### config.mk
export PLATFORM = sky130hd
export DESIGN_NAME = reg_scoreboard_flat
export DESIGN_NICKNAME = d
export VERILOG_FILES = /design/src/rtl/reg_scoreboard_if.sv /design/src/rtl/reg_scoreboard.sv /design/src/flat_wrapper.sv
export SDC_FILE = /design/constraint.sdc
export NUM_CORES = 1
export LEC_CHECK = 0
export ABC_AREA = 0
export CAP_MARGIN = 20
export CORE_MARGIN = 10
export CORE_UTILIZATION = 50
export CTS_CLUSTER_DIAMETER = 100
export DETAILED_ROUTE_END_ITERATION = 10
export PLACE_DENSITY = 0.72
export SETUP_SLACK_MARGIN = 0.05
export SLEW_MARGIN = 20
export SYNTH_ARGS = -nofsm -noshare
export SYNTH_HDL_FRONTEND = slang
export SYNTH_SLANG_ARGS = --single-unit
### constraint.sdc
create_clock -name clk -period 4.15 [get_ports clk]
set_clock_uncertainty 0.05 [all_clocks]
set_input_delay 0.83 -clock clk [delete_from_list [all_inputs] [get_ports clk]]
set_output_delay 0.83 -clock clk [all_outputs]
set_load 0.005 [all_outputs]
### src/rtl/reg_scoreboard_if.sv
// ID/WB-side bus of the pending-write register scoreboard.
// The master drives the ID and WB request fields; the slave returns stall/issue and status.
interface reg_scoreboard_if #(
  parameter int unsigned NREGS  = 32,
  parameter int unsigned STAT_W = 16
);
  localparam int unsigned IDX_W = $clog2(NREGS);

  logic              id_valid;
  logic [IDX_W-1:0]  id_rs;
  logic [IDX_W-1:0]  id_rt;
  logic              id_use_rs;
  logic              id_use_rt;
  logic [IDX_W-1:0]  id_dst;
  logic              id_reg_write;
  logic              wb_reg_write;
  logic [IDX_W-1:0]  wb_dst;
  logic              stall;
  logic              issue;
  logic [NREGS-1:0]  pending_vec;
  logic [STAT_W-1:0] stall_cnt;
  logic              err;

  modport master (
    output id_valid, id_rs, id_rt, id_use_rs, id_use_rt, id_dst, id_reg_write,
    output wb_reg_write, wb_dst,
    input  stall, issue, pending_vec, stall_cnt, err
  );

  modport slave (
    input  id_valid, id_rs, id_rt, id_use_rs, id_use_rt, id_dst, id_reg_write,
    input  wb_reg_write, wb_dst,
    output stall, issue, pending_vec, stall_cnt, err
  );
endinterface

### src/rtl/reg_scoreboard.sv
// Per-register pending-write counters beside ID; stalls issue on RAW hazards the
// WB->ID forward cannot cover, or when a destination counter is full.
module reg_scoreboard #(
  parameter int unsigned NREGS  = 32,
  parameter int unsigned CNT_W  = 2,
  parameter int unsigned STAT_W = 16
) (
  input  logic             clk,
  input  logic             rst,
  reg_scoreboard_if.slave  sb
);
  localparam int unsigned IDX_W = $clog2(NREGS);
  localparam logic [CNT_W-1:0] CNT_MAX = '1;

  logic [CNT_W-1:0]  cnt_q [NREGS];
  logic [CNT_W-1:0]  cnt_d [NREGS];
  logic [STAT_W-1:0] stall_cnt_q, stall_cnt_d;
  logic              err_q, err_d;

  logic [NREGS-1:0]  ret, inc, pend;
  logic              haz_rs, haz_rt, full, stall_c, issue_c;

  // Still pending after this cycle's retire; a lone retiring write is forwarded.
  function automatic logic busy(input logic [CNT_W-1:0] c, input logic r);
    return (c > CNT_W'(1)) || ((c == CNT_W'(1)) && !r);
  endfunction

  always_comb begin
    ret  = '0;
    pend = '0;
    for (int unsigned r = 1; r < NREGS; r++) begin
      ret[r]  = sb.wb_reg_write && (sb.wb_dst == IDX_W'(r));
      pend[r] = (cnt_q[r] != '0);
    end
  end

  always_comb begin
    haz_rs  = sb.id_use_rs && (sb.id_rs != '0) && busy(cnt_q[sb.id_rs], ret[sb.id_rs]);
    haz_rt  = sb.id_use_rt && (sb.id_rt != '0) && busy(cnt_q[sb.id_rt], ret[sb.id_rt]);
    full    = sb.id_reg_write && (sb.id_dst != '0) &&
              (cnt_q[sb.id_dst] == CNT_MAX) && !ret[sb.id_dst];
    stall_c = sb.id_valid && (haz_rs || haz_rt || full);
    issue_c = sb.id_valid && !stall_c;
  end

  always_comb begin
    inc = '0;
    for (int unsigned r = 1; r < NREGS; r++) begin
      inc[r] = issue_c && sb.id_reg_write && (sb.id_dst == IDX_W'(r));
    end
  end

  always_comb begin
    err_d       = err_q;
    stall_cnt_d = stall_cnt_q;
    for (int unsigned r = 0; r < NREGS; r++) begin
      cnt_d[r] = cnt_q[r];
    end
    cnt_d[0] = '0;
    for (int unsigned r = 1; r < NREGS; r++) begin
      if (ret[r] && (cnt_q[r] == '0)) begin
        err_d = 1'b1;
      end
      if (inc[r] && !ret[r]) begin
        cnt_d[r] = cnt_q[r] + CNT_W'(1);
      end else if (ret[r] && !inc[r] && (cnt_q[r] != '0)) begin
        cnt_d[r] = cnt_q[r] - CNT_W'(1);
      end
    end
    if (stall_c && (stall_cnt_q != '1)) begin
      stall_cnt_d = stall_cnt_q + STAT_W'(1);
    end
  end

  always_ff @(posedge clk) begin
    if (rst) begin
      for (int unsigned r = 0; r < NREGS; r++) begin
        cnt_q[r] <= '0;
      end
      stall_cnt_q <= '0;
      err_q       <= 1'b0;
    end else begin
      for (int unsigned r = 0; r < NREGS; r++) begin
        cnt_q[r] <= cnt_d[r];
      end
      stall_cnt_q <= stall_cnt_d;
      err_q       <= err_d;
    end
  end

  assign sb.stall       = stall_c;
  assign sb.issue       = issue_c;
  assign sb.pending_vec = pend;
  assign sb.stall_cnt   = stall_cnt_q;
  assign sb.err         = err_q;
endmodule
### src/flat_wrapper.sv
// flat-port wrapper written by rule: the top's interface ports become plain ports
module reg_scoreboard_flat 
#(
  parameter int unsigned NREGS  = 32,
  parameter int unsigned CNT_W  = 2,
  parameter int unsigned STAT_W = 16
)
  (clk, rst, sb_id_valid, sb_id_rs, sb_id_rt, sb_id_use_rs, sb_id_use_rt, sb_id_dst, sb_id_reg_write, sb_wb_reg_write, sb_wb_dst, sb_stall, sb_issue, sb_pending_vec, sb_stall_cnt, sb_err);
  reg_scoreboard_if #(.NREGS(NREGS), .STAT_W(STAT_W)) sb_i ();
  input  logic clk;
  input  logic rst;
  input wire logic [$bits(sb_i.id_valid)-1:0] sb_id_valid;
  input wire logic [$bits(sb_i.id_rs)-1:0] sb_id_rs;
  input wire logic [$bits(sb_i.id_rt)-1:0] sb_id_rt;
  input wire logic [$bits(sb_i.id_use_rs)-1:0] sb_id_use_rs;
  input wire logic [$bits(sb_i.id_use_rt)-1:0] sb_id_use_rt;
  input wire logic [$bits(sb_i.id_dst)-1:0] sb_id_dst;
  input wire logic [$bits(sb_i.id_reg_write)-1:0] sb_id_reg_write;
  input wire logic [$bits(sb_i.wb_reg_write)-1:0] sb_wb_reg_write;
  input wire logic [$bits(sb_i.wb_dst)-1:0] sb_wb_dst;
  output wire logic [$bits(sb_i.stall)-1:0] sb_stall;
  output wire logic [$bits(sb_i.issue)-1:0] sb_issue;
  output wire logic [$bits(sb_i.pending_vec)-1:0] sb_pending_vec;
  output wire logic [$bits(sb_i.stall_cnt)-1:0] sb_stall_cnt;
  output wire logic [$bits(sb_i.err)-1:0] sb_err;
  assign sb_i.id_valid = sb_id_valid;
  assign sb_i.id_rs = sb_id_rs;
  assign sb_i.id_rt = sb_id_rt;
  assign sb_i.id_use_rs = sb_id_use_rs;
  assign sb_i.id_use_rt = sb_id_use_rt;
  assign sb_i.id_dst = sb_id_dst;
  assign sb_i.id_reg_write = sb_id_reg_write;
  assign sb_i.wb_reg_write = sb_wb_reg_write;
  assign sb_i.wb_dst = sb_wb_dst;
  assign sb_stall = sb_i.stall;
  assign sb_issue = sb_i.issue;
  assign sb_pending_vec = sb_i.pending_vec;
  assign sb_stall_cnt = sb_i.stall_cnt;
  assign sb_err = sb_i.err;
  reg_scoreboard #(.NREGS(NREGS), .CNT_W(CNT_W), .STAT_W(STAT_W)) u_core (.clk(clk), .rst(rst), .sb(sb_i));
endmodule
== Word-level counts from Yosys, hierarchy flattened ==
Memory sizes are Yosys's and may differ from the RTL's.
Cells that the tools add are included.

* $add $sub $neg: 63
* Magnitude comparators: 5
* Equality and inequality tests: 66
* Muxes and demuxes: 134
* Bitwise gates (word level): 32
* Reductions and logical operators: 335

{| class="wikitable"
|+ Operators by type and width
! operator !! number
|-
| 1-bit logical AND || 199
|-
| 2-bit 2-to-1 mux || 94
|-
| 5-bit equality test (second input constant) || 32
|-
| 5-bit by 4-bit equality test with 1-bit output (second input constant) || 16
|-
| 1-bit logical NOT || 66
|-
| 2-bit by 1-bit adder with 2-bit output (second input constant) || 31
|-
| 2-bit logical NOT || 31
|-
| 2-bit nonzero test || 31
|-
| 2-bit by 1-bit subtractor with 2-bit output (second input constant) || 31
|-
| 5-bit by 3-bit equality test with 1-bit output (second input constant) || 8
|-
| 1-bit 2-to-1 mux || 37
|-
| 1-bit bitwise OR || 32
|-
| 31-bit nonzero test || 1
|-
| 5-bit by 2-bit equality test with 1-bit output (second input constant) || 4
|-
| 5-bit by 6-bit < comparator with 1-bit output (second input constant) || 3
|-
| 16-bit by 1-bit adder with 16-bit output (second input constant) || 1
|-
| 16-bit inequality test (second input constant) || 1
|-
| 1-bit binary-select mux with 5-bit select || 3
|-
| 5-bit nonzero test || 3
|-
| 5-bit by 1-bit equality test with 1-bit output (second input constant) || 2
|-
| 2-bit by 1-bit equality test with 1-bit output (second input constant) || 2
|-
| 2-bit by 1-bit greater-than comparator with 1-bit output (second input constant) || 2
|-
| 1-bit logical OR || 4
|-
| 2-bit equality test (second input constant) || 1
|}

* Bits in registers: 17
* Memory bits (writable): 64
* Bits of input ports: 27
* Output and inout bits: 51
* Memories: 1

{| class="wikitable"
|+ Memory list
! name !! depth !! width !! rd ports !! clocked after memory_dff !! write ports !! RTL line !! source
|-
| u_core.cnt_q || 32 || 2 || 34 || 0 || 32 || reg_scoreboard.sv:15 || <nowiki>logic [CNT_W-1:0] cnt_q [NREGS];</nowiki>
|}

== Depth between registers and ports, before layout ==
Gate-level depths: netlist of run 1.

* Word-level depth: 34
* Mapped depth: 15
* Mapped depth without buffers: 9

== Worst setup path before layout of run 1 ==
No wires, ideal clock.

* Path kind: input to output
* Start point: input sb_id_rs[1]
* End point: output sb_stall
* Arrival: 3200 ps
* Slack: 70 ps
* Stages on the path: 10
* Buffers on the path: 4
* Cells stage by stage: buf_2 -> mux4_2 -> and3_1 -> a311oi_1 -> a41oi_1 -> a2111o_1 -> buf_4 -> buf_6 -> buf_2 -> and2_1

* Word-level cells in the longest chain between the ends: 9

{| class="wikitable"
|+ Ends and longest elaborated chain
! item !! RTL line !! source
|-
| start: declaration || flat_wrapper.sv:13 || <nowiki>input wire logic [$bits(sb_i.id_rs)-1:0] sb_id_rs;</nowiki>
|-
| parallel branches: the longest is 5 deep, another holds memory read 32 x 2 bit || n/a ||
|-
| 1-bit logical AND (*) || reg_scoreboard.sv:38 || <nowiki>haz_rs = sb.id_use_rs && (sb.id_rs != '0) && busy(cnt_q[sb.id_rs], ret[sb.id_rs]);</nowiki>
|-
| 1-bit logical OR (*) (2 in series) || reg_scoreboard.sv:42 || <nowiki>stall_c = sb.id_valid && (haz_rs || haz_rt || full);</nowiki>
|-
| 1-bit logical AND (*) || reg_scoreboard.sv:42 ||
|-
| end: declaration || flat_wrapper.sv:21 || <nowiki>output wire logic [$bits(sb_i.stall)-1:0] sb_stall;</nowiki>
|}

Every way passes the cells marked *. The select of a mux whose other input is x is not followed.

== Final worst setup path of run 1 ==
* Start point: input sb_wb_dst[4]
* End point: output sb_issue

* Word-level cells in the longest chain between the ends: 13

{| class="wikitable"
|+ Ends and longest elaborated chain
! item !! RTL line !! source
|-
| start: declaration || flat_wrapper.sv:20 || <nowiki>input wire logic [$bits(sb_i.wb_dst)-1:0] sb_wb_dst;</nowiki>
|-
| 5-bit by 1-bit equality test with 1-bit output, or another cell as far along || reg_scoreboard.sv:32 || <nowiki>ret[r] = sb.wb_reg_write && (sb.wb_dst == IDX_W'(r));</nowiki>
|-
| 1-bit logical AND || reg_scoreboard.sv:32 ||
|-
| 1-bit binary-select mux with 5-bit select, on equally long branches || reg_scoreboard.sv:38, reg_scoreboard.sv:39 ||
|-
| 1-bit 2-to-1 mux, on equally long branches || reg_scoreboard.sv:38, reg_scoreboard.sv:39 ||
|-
| 1-bit logical NOT || reg_scoreboard.sv:25 || <nowiki>return (c > CNT_W'(1)) || ((c == CNT_W'(1)) && !r);</nowiki>
|-
| 1-bit logical AND || reg_scoreboard.sv:25 ||
|-
| 1-bit logical OR || reg_scoreboard.sv:25 ||
|-
| 1-bit logical AND, on equally long branches || reg_scoreboard.sv:38, reg_scoreboard.sv:39 ||
|-
| 1-bit logical OR || reg_scoreboard.sv:42 ||
|-
| 1-bit logical OR (*) || reg_scoreboard.sv:42 ||
|-
| 1-bit logical AND (*) || reg_scoreboard.sv:42 ||
|-
| 1-bit logical NOT (*) || reg_scoreboard.sv:43 || <nowiki>issue_c = sb.id_valid && !stall_c;</nowiki>
|-
| 1-bit logical AND (*) || reg_scoreboard.sv:43 ||
|-
| end: declaration || flat_wrapper.sv:22 || <nowiki>output wire logic [$bits(sb_i.issue)-1:0] sb_issue;</nowiki>
|}

Every way passes the cells marked *; elsewhere a longest branch is shown, timed or not. The select of a mux whose other input is x is not followed.

==> impl_metrics.json, run 1 <==
{
  "clk_pin_slew_ps": 60,
  "final_nets": 1136,
  "syn_to_final_growth_pct": 41.3,
  "synthesis.nets": 933,
  "clockBufferDepth": 2,
  "clk_latency_ps": 350,
  "endpoint_kind": "output pin",
  "yosys-top-cells-area": "dfxtp_1 (22%), mux4_2 (7.9%), o21ai_0 (4.5%), nor2_1 (4.0%), nand2_1 (3.5%)",
  "finalCritPeriodShare_pct": 98.1,
  "synth-seq-area-share_pct": 22.1,
  "yosysWarnings": 0,
  "slew_headroom_pct": 32.4,
  "die_h_um": 140,
  "status": "finished, final reports clean",
  "first_global_vias": 8286,
  "drive_above_1_share_pct": 33.1,
  "final_max_slew_viol_count": 0,
  "drtAntennaViolNets": 0,
  "fillers": 1121,
  "rows": 43,
  "max_freq_mhz": 246,
  "yosys.area.top_type_share_pct": 22.1,
  "syn_area_mm2": 0.00717,
  "path_max_fanout": 7,
  "io_pins": 78,
  "initial_core_util_pct": 51.4,
  "holdPathEnd": "u_core.sb.stall_cnt[8]",
  "dpl.hpwl_mm": 23.8,
  "antenna_found_initial": 0,
  "whs_ps": 453,
  "cts_sinks": 79,
  "yosysMostFrequentCell": "dfxtp_1",
  "cts_root_buf": "clkbuf_16",
  "die-area_mm2": 0.0195,
  "dr.pass1.iters": 7,
  "synth_area_per_cell_um2": 7.92,
  "cts_made_buffers": 9,
  "rsz0062_at_grt": "no",
  "die_x_um": 140,
  "synth_area_leader_cell": "dfxtp_1",
  "async_flop_share_pct": 0,
  "gr-total-overflow": 0,
  "p_leak_uw": 0.00366,
  "power.total_uw": 2120,
  "setup_viol": 0,
  "avgRoutedWirePerCell_um": 25.0,
  "hold_viol": 0,
  "reg2reg_depth": 12,
  "grt_pass1_wl_mm": 48.7,
  "io_buffers": 76,
  "viasPerCell": 6.88,
  "placed_cell_area_mm2": 0.00911,
  "drtIter0Drc": 1302,
  "drv_cap": 0,
  "drc": 0,
  "vias": 8893,
  "gp_congestion": 1.09,
  "diodes": 0,
  "worst_slew_pin_slew_ps": 1010,
  "crit_required_ps": 3270,
  "drt-total-wl_mm": 32.3,
  "timing.rr.start": "u_core.cnt_q[11][1]",
  "ff2ff_setup_slack_ps": 550,
  "ctsHoldBuffers": 0,
  "grt_use_total_pct": 31.1,
  "peakVddDrop_uv": 183,
  "min_path_cells": 2,
  "synth_seq_cells": 79,
  "powerDensity_mw_per_mm2": 209,
  "core-area_mm2": 0.0139,
  "crit_type": "in -> out",
  "cts_tree": "done",
  "htree_levels": 3,
  "syn_inst": 905,
  "hp-start": "u_core.sb.stall_cnt[8]",
  "min_path_type": "reg -> reg",
  "synth_flop_cell": "dfxtp_1",
  "r2r-end": "u_core.cnt_q[26][0]",
  "grt_max_degree": 53,
  "synth_edf_count": 0,
  "fin_area_mm2": 0.0101,
  "crit_arrival_ps": 3190,
  "fin_crit_ps": 4070,
  "synth_cell_types": 79,
  "fin_util_pct": 72.7,
  "finalSetupTns_ps": 0,
  "setup.worst_path.start_class": "input port",
  "synthTopCellsByCount": "dfxtp_1 (79), nor2_1 (76), nand2_1 (66)"
}
## layout by cell type, fill, tap and decap left out, types with 8 or more instances in the layout
master,synthesis,routed
inv_1,12,12
buf_4,6,159
a21oi_1,40,39
nor4_1,28,21
nand2_1,66,66
nand3b_1,19,19
o21ai_0,65,64
nand3_1,27,26
clkbuf_16,0,10
nand4_1,23,23
mux4_2,25,25
buf_12,0,10
nor3_2,12,15
xor2_1,21,20
o211ai_1,12,12
or3_1,13,12
clkdlybuf4s50_1,0,57
and3_1,13,13
nor2_1,76,72
nor2b_1,11,8
o311a_1,8,8
or2_2,33,32
a31oi_1,11,10
a211oi_1,23,21
a221oi_1,12,12
dfxtp_1,79,79
nor3_1,39,35
xnor2_1,25,23
buf_6,5,20
## worst max-delay path by stage
stage | endpoint | from | slack, ps | depth (start not counted)
after CTS | sb_issue | sb_id_rs[1] | 50 | 12
after global placement | sb_stall | sb_id_dst[2] | -650 | 11
after floorplan | sb_stall | sb_id_rs[1] | 70 | 10
final | sb_issue | sb_wb_dst[4] | 80 | 12
after detailed placement | sb_issue | sb_id_dst[2] | -570 | 11
after global routing | u_core.cnt_q[14][0] | sb_wb_dst[4] | 20 | 15
## critical path: stages
cell           delay [ps]
dlygate4sd2_1         240
buf_6                 140
buf_4                 140
nand3b_1              160
nor4_1                510
a2111oi_4             110
nand4_1               120
nor4_1                 60
a2111o_2              510
buf_6                 150
nor2_2                 90
buf_2                 120
## stage by stage
stage | instances | setup WS [ps]
after floorplan | 905 | 69.7
after global placement | 1248 | -653
after detailed placement | 1248 | -574
after CTS | 1283 | 50.3
after global routing | 1293 | 15.4
final | 1293 | 76.9
## registers in the layout (all words and copies together) (netlist names)
| signal | cells |
|---|---|
| u_core.cnt_q | 62 |
| u_core.sb.stall_cnt | 16 |
| u_core.sb.err | 1 |
## cells by family after synthesis
| group | count (synthesis) | share of synthesized area, % |
|---|---|---|
| buffers and inverters | 88 | 5.90 |
| XOR/XNOR | 46 | 5.62 |
| other | 1 | 0.0523 |
| AO/OA/AOI/OAI | 238 | 23.0 |
| adder cells (fa/ha/maj) | 1 | 0.175 |
| AND/OR/NAND/NOR | 412 | 33.1 |
| flip-flops | 79 | 22.1 |
| multiplexers | 40 | 10.1 |
## routing by layer
layer,part of all wire [%],routed length (um),GRT usage (%),up-vias
met2,43,13800,45.2,652
met1,40,12800,41.4,4238
met4,5.9,1910,16.2,0
met3,12,3820,7.59,123
met5,0,0,0,-
li1,-,-,-,3880
## cell type report
cell class | count | area, um2 | area share (%)
clock buffer | 11 | 243 | 2.40
inverter | 12 | 45.0 | 0.445
timing repair buffer | 268 | 2450 | 24.2
multi-input combinational | 738 | 5550 | 54.7
tap | 180 | 225 | 2.22
sequential | 79 | 1580 | 15.6
clock inverter | 5 | 42.5 | 0.420
## report_power, final
group | switching (uW) | internal (uW) | leakage, uW
logic | 323 | 249 | 0.00289
clock network | 351 | 428 | 0.000142
registers | 7.41 | 763 | 0.000637
total | 681 | 1440 | 0.00366
## repair_timing
| action | in CTS | in global routing |
|---|---|---|
| pin swaps | 20 | 25 |
| resized for setup | 72 | 67 |
| cloned | 2 | 2 |
| endpoints found under the setup margin | 11 | 43 |
| buffers inserted | 18 | 8 |
(Power assumes the default switching activity.)
==> inputs of run 2 (changes only) <==
--- a/config.mk
+++ b/config.mk
@@ -7,9 +7,10 @@
 export LEC_CHECK = 0
 export ABC_AREA = 0
 export CAP_MARGIN = 20
-export CORE_MARGIN = 10
+export CORE_MARGIN = 4
 export CORE_UTILIZATION = 50
 export CTS_CLUSTER_DIAMETER = 100
+export CTS_CLUSTER_SIZE = 40
 export DETAILED_ROUTE_END_ITERATION = 10
 export PLACE_DENSITY = 0.72
 export SETUP_SLACK_MARGIN = 0.05
==> run 2 against run 1 <==
Against the previous run: first-iteration DRC count increased by 0.54%; count of clock-buffer cells in the layout shrank 2; clock power increased by 19%; setup slack better by 2.6 ps; critical path type unchanged; critical endpoint is now sb_stall; sequential cell count did not move; die area down 16%; largest power group unchanged; final area is 0.40% lower.
==> impl_metrics.json, run 2 (synthesis gave the netlist of run 1 again) <==
{
  "status": "finished, final reports clean",
  "largest_register_ffs": 62,
  "peakVddDrop_uv": 199,
  "final_cell_mix": "buf_4 (156), dfxtp_1 (79), nor2_1 (72)",
  "crit_top_cell": "buf_6",
  "crit_end": "sb_stall",
  "cp_cell_sequence": "buf_2 -> buf_12 -> xor2_4 -> or3_4 -> a2111o_1 -> nand4b_1 -> a31oi_2 -> a2111o_2 -> buf_6 -> and2_4 -> buf_6",
  "fin_crit_ps": 4070,
  "diodes": 0,
  "dp.cells": 1251,
  "fillers": 1091,
  "gp_congestion": 1.09,
  "grt_use_total_pct": 35.9,
  "final_max_slew_viol_count": 0,
  "placed_cell_area_mm2": 0.00912,
  "slew_headroom_pct": 31.9,
  "path_max_fanout": 5,
  "dr.pass1.iters": 6,
  "min_path_type": "reg -> reg",
  "setup_viol": 0,
  "cts_made_buffers": 9,
  "viasPerCell": 6.91,
  "crit_buf_inv": 4,
  "grt_max_degree": 56,
  "cp_top_family": "compound AO/OA/AOI/OAI gates",
  "timing.rr.start": "u_core.cnt_q[23][1]",
  "whs_ps": 454,
  "cts_sinks": 79,
  "die_x_um": 128,
  "hold_viol": 0,
  "crit_type": "in -> out",
  "fin_area_mm2": 0.0101,
  "drv_cap": 0,
  "drive_above_1_share_pct": 33.5,
  "r2r-end": "u_core.cnt_q[19][0]",
  "powerDensity_mw_per_mm2": 224,
  "fin_util_pct": 72.4,
  "clockBufferDepth": 2,
  "cts_root_buf": "clkbuf_16",
  "core-area_mm2": 0.0139,
  "top_register": "u_core.cnt_q",
  "clk_pin_slew_ps": 70,
  "gr-total-overflow": 0,
  "io_buffers": 76,
  "drc": 0,
  "io_pins": 78,
  "mostFrequentLayoutCell": "buf_4",
  "avgRoutedWirePerCell_um": 23.7,
  "crit_start": "sb_id_rs[1]",
  "worst_slew_pin_slew_ps": 1020,
  "syn_to_final_growth_pct": 40.8,
  "slowest_stage": "a2111o_2",
  "clk_latency_ps": 360,
  "cts_tree": "done",
  "htree_levels": 3,
  "antenna_found_initial": 0,
  "rows": 43,
  "initial_core_util_pct": 51.4,
  "setup.worst_path.start_class": "input port",
  "endpoint_kind": "output pin",
  "die_h_um": 128,
  "crit_arrival_ps": 3190,
  "rsz0062_at_grt": "no",
  "p_leak_uw": 0.00361,
  "reg2reg_depth": 13,
  "grt_pass1_wl_mm": 45.9,
  "dpl.hpwl_mm": 21.6,
  "ctsHoldBuffers": 0,
  "ff2ff_setup_slack_ps": 480,
  "drt-total-wl_mm": 30.5,
  "final_cells": 1285,
  "vias": 8884,
  "hp-start": "u_core.sb.stall_cnt[8]",
  "first_global_vias": 8074,
  "max_stage_delay_ps": 510,
  "drtIter0Drc": 1309,
  "drtAntennaViolNets": 0,
  "die-area_mm2": 0.0163,
  "cp_num_cells": 11,
  "finalCritPeriodShare_pct": 98.1,
  "crit_required_ps": 3270,
  "max_freq_mhz": 246,
  "final_nets": 1128
}
-- run 2: cell count changes in the layout (fill, tap and decap cells not counted), sizes merged, moves of 2 or more --
cell	delta
bufinv	+2
inv	+2
dlygate4sd2	-3
buf	-2
clkbuf	-3
clkinv	-3
-- run 2: worst min path at each step --
stage                                        end  depth (start not counted)
after global placement    u_core.sb.stall_cnt[8]                          2
after global routing      u_core.sb.stall_cnt[6]                          2
after floorplan           u_core.sb.stall_cnt[6]                          2
after detailed placement  u_core.sb.stall_cnt[8]                          2
after CTS                 u_core.sb.stall_cnt[8]                          2
final                     u_core.sb.stall_cnt[8]                          2
-- run 2: cell type report --
cell class	instances	area [um2]	area share (%)
multi-input combinational	738	5560	55.2
timing repair buffer	260	2330	23.1
sequential	79	1580	15.7
clock buffer	9	225	2.23
tap	180	225	2.23
clock inverter	7	113	1.12
inverter	12	45.0	0.446
-- run 2: metal layers --
layer	wire (um)	vias to the layer above	GRT usage (%)
met5	0	-	0
li1	-	3870	-
met1	12100	4246	48.6
met3	3480	146	8.67
met4	1590	0	15.7
met2	13300	622	54.7
-- run 2: what timing repair did --
action / CTS / global route
pin swaps: 26 / 19
endpoints found under the setup margin: 21 / 55
cloned: 3 / 2
resized for setup: 112 / 41
setup buffers: 14 / 0
-- run 2: report_power, final --
group,switching [uW],internal [uW],total [uW]
clock network,385,541,926
logic,316,251,567
registers,7.17,762,769
-- run 2: metrics by stage --
| step | TNS (ps) | total power (uW) | setup WS, ps |
|---|---|---|---|
| global placement | -18220 | 1250 | -598 |
| finish | 0 | 2260 | 79.6 |
| detailed placement | -20730 | 1250 | -622 |
| global route | 0 | 2320 | 37.4 |
| floorplan | 0 | 1030 | 69.7 |
| CTS | 0 | 2210 | 50.3 |
-- run 2: worst min-delay path: stages (launching register included) --
cell	delay [ps]
dfxtp_1	330
o21ai_0	70
a21oi_1	60
==> inputs of run 3 (changes only) <==
--- a/config.mk
+++ b/config.mk
@@ -12,6 +12,7 @@
 export CTS_CLUSTER_DIAMETER = 100
 export CTS_CLUSTER_SIZE = 40
 export DETAILED_ROUTE_END_ITERATION = 10
+export MAX_ROUTING_LAYER = met4
 export PLACE_DENSITY = 0.72
 export SETUP_SLACK_MARGIN = 0.05
 export SLEW_MARGIN = 20
==> run 3 against run 2 <==
Against the previous run: critical endpoint unchanged; final area about the same; sequential share of layout area barely moved; via count shrank 1.9%; combinational power shrank 3%; highest routed layer unchanged; sequential cell count stayed put; maximum frequency is 0.14% higher; die area unchanged; first-iteration DRC count shrank 11%; count of clock-buffer cells in the layout unchanged; worst hold slack worse by 1.3 ps; power shrank 1.0%; utilization about the same.
==> impl_metrics.json, run 3 (synthesis gave the netlist of run 1 again) <==
{
  "status": "finished, final reports clean",
  "grt_max_degree": 51,
  "final_nets": 1136,
  "gp_congestion": 1.10,
  "cts_tree": "done",
  "mostFrequentLayoutCell": "buf_4",
  "fillers": 1170,
  "grt_use_total_pct": 38.1,
  "drt-total-wl_mm": 30.5,
  "drive_above_1_share_pct": 31.9,
  "slowest_stage": "a2111o_2",
  "dpl.hpwl_mm": 22.5,
  "crit_arrival_ps": 3180,
  "viasPerCell": 6.73,
  "first_global_vias": 8027,
  "dr.pass1.iters": 6,
  "endpoint_kind": "output pin",
  "clk_latency_ps": 360,
  "largest_register_ffs": 62,
  "top_register": "u_core.cnt_q",
  "crit_type": "in -> out",
  "seq_area_mm2": 0.00158,
  "crit_buf_inv": 3,
  "die-area_mm2": 0.0163,
  "cp_cell_sequence": "clkdlybuf4s50_1 -> buf_4 -> mux4_2 -> a311oi_2 -> a41oi_2 -> a2111o_2 -> and2_4 -> clkdlybuf4s15_2",
  "worst_slew_pin_slew_ps": 1050,
  "multi_input_area_mm2": 0.00543,
  "avgRoutedWirePerCell_um": 23.5,
  "htree_levels": 3,
  "setup_viol": 0,
  "fin_util_pct": 72.4,
  "final_max_slew_viol_count": 0,
  "crit_required_ps": 3270,
  "peakVddDrop_uv": 239,
  "cts_made_buffers": 9,
  "final_cell_mix": "buf_4 (163), dfxtp_1 (79), nor2_1 (72)",
  "ctsHoldBuffers": 0,
  "vias": 8711,
  "drtIter0Drc": 1170,
  "path_max_fanout": 4,
  "clockBufferDepth": 2,
  "drv_cap": 0,
  "min_path_type": "reg -> reg",
  "io_buffers": 76,
  "initial_core_util_pct": 51.4,
  "grt_pass1_wl_mm": 46.8,
  "fin_crit_ps": 4060,
  "whs_ps": 452,
  "clk_pin_slew_ps": 70,
  "cp_top_family": "compound AO/OA/AOI/OAI gates",
  "max_stage_delay_ps": 550,
  "die_x_um": 128,
  "syn_to_final_growth_pct": 40.8,
  "powerDensity_mw_per_mm2": 222,
  "core-area_mm2": 0.0139,
  "max_freq_mhz": 246,
  "rsz0062_at_grt": "no",
  "hold_viol": 0,
  "drtAntennaViolNets": 0,
  "rows": 43,
  "antenna_found_initial": 1,
  "die_h_um": 128,
  "slew_headroom_pct": 30.3,
  "gr-total-overflow": 0,
  "drc": 0,
  "p_leak_uw": 0.00366,
  "finalCritPeriodShare_pct": 97.9,
  "setup.worst_path.start_class": "input port",
  "io_pins": 78,
  "cts_sinks": 79,
  "cts_root_buf": "clkbuf_16"
}
## run 3: cell count changes in the layout (fill, tap and decap cells not counted), moves of 3 or more
cell	previous run	this run
nor3_2	23	15
clkbuf_2	2	5
buf_12	7	16
nor3_1	27	35
buf_6	16	9
buf_4	156	163
buf_2	10	5
## run 3: path summary, 6_finish.rpt
| check | startpoint | endpoint | slack [ps] | depth (start not counted) |
|---|---|---|---|---|
| setup / recovery | sb_id_rs[3] | sb_stall | 90 | 8 |
| hold / removal | u_core.sb.stall_cnt[8] | u_core.sb.stall_cnt[8] | 450 | 2 |
| setup reg to reg | u_core.cnt_q[9][1] | u_core.cnt_q[7][0] | 590 | 12 |
| hold reg to reg | u_core.sb.stall_cnt[8] | u_core.sb.stall_cnt[8] | 450 | 2 |
## run 3: cell type report
cell class / count / share of cell area (%)
diodes: 1 / 0.0248
clock inverters: 7 / 1.12
flip-flops and latches: 79 / 15.7
multi-input cells: 738 / 53.8
clock buffers: 9 / 2.23
well taps: 180 / 2.23
inverters: 12 / 0.447
repair buffers: 268 / 24.4
## run 3: stage by stage
step	std cells	worst slack [ps]	area [um2]	setup TNS, ps	total power [uW]
2_1_floorplan	905	69.7	7170	0	1030
3_3_place_gp	1247	-625	9160	-17910	1250
3_5_place_dp	1247	-575	9160	-16370	1250
4_1_cts	1279	9.60	9880	0	2210
5_1_grt	1294	42.8	10100	0	2300
6_report	1294	85.2	10100	0	2240
## run 3: layer usage
metal / routed length, um / vias to the layer above / global-route usage, %
met4: 1400 / 0 / 15.3
met3: 3420 / 117 / 6.96
met2: 13200 / 601 / 56.2
met5: 0 / - / -
met1: 12400 / 4097 / 51.8
li1: - / 3896 / -
## run 3: timing repair
action | in CTS | in global routing
endpoints found under the setup margin | 17 | 24
pin swaps | 20 | 19
cloned | 3 | 0
endpoints found under the hold margin | 0 | 0
buffers inserted | 13 | 15
resized for setup | 70 | 40
## run 3: worst min-delay path: stages, from the launching register on
cell,delay [ps]
dfxtp_1,330
o21ai_0,70
a21oi_1,60
## run 3: report_power, final
group | internal [uW] | switching [uW] | total (uW)
Combinational | 247 | 301 | 548
Sequential | 762 | 6.93 | 769
Clock | 541 | 381 | 922
Total | 1550 | 689 | 2240
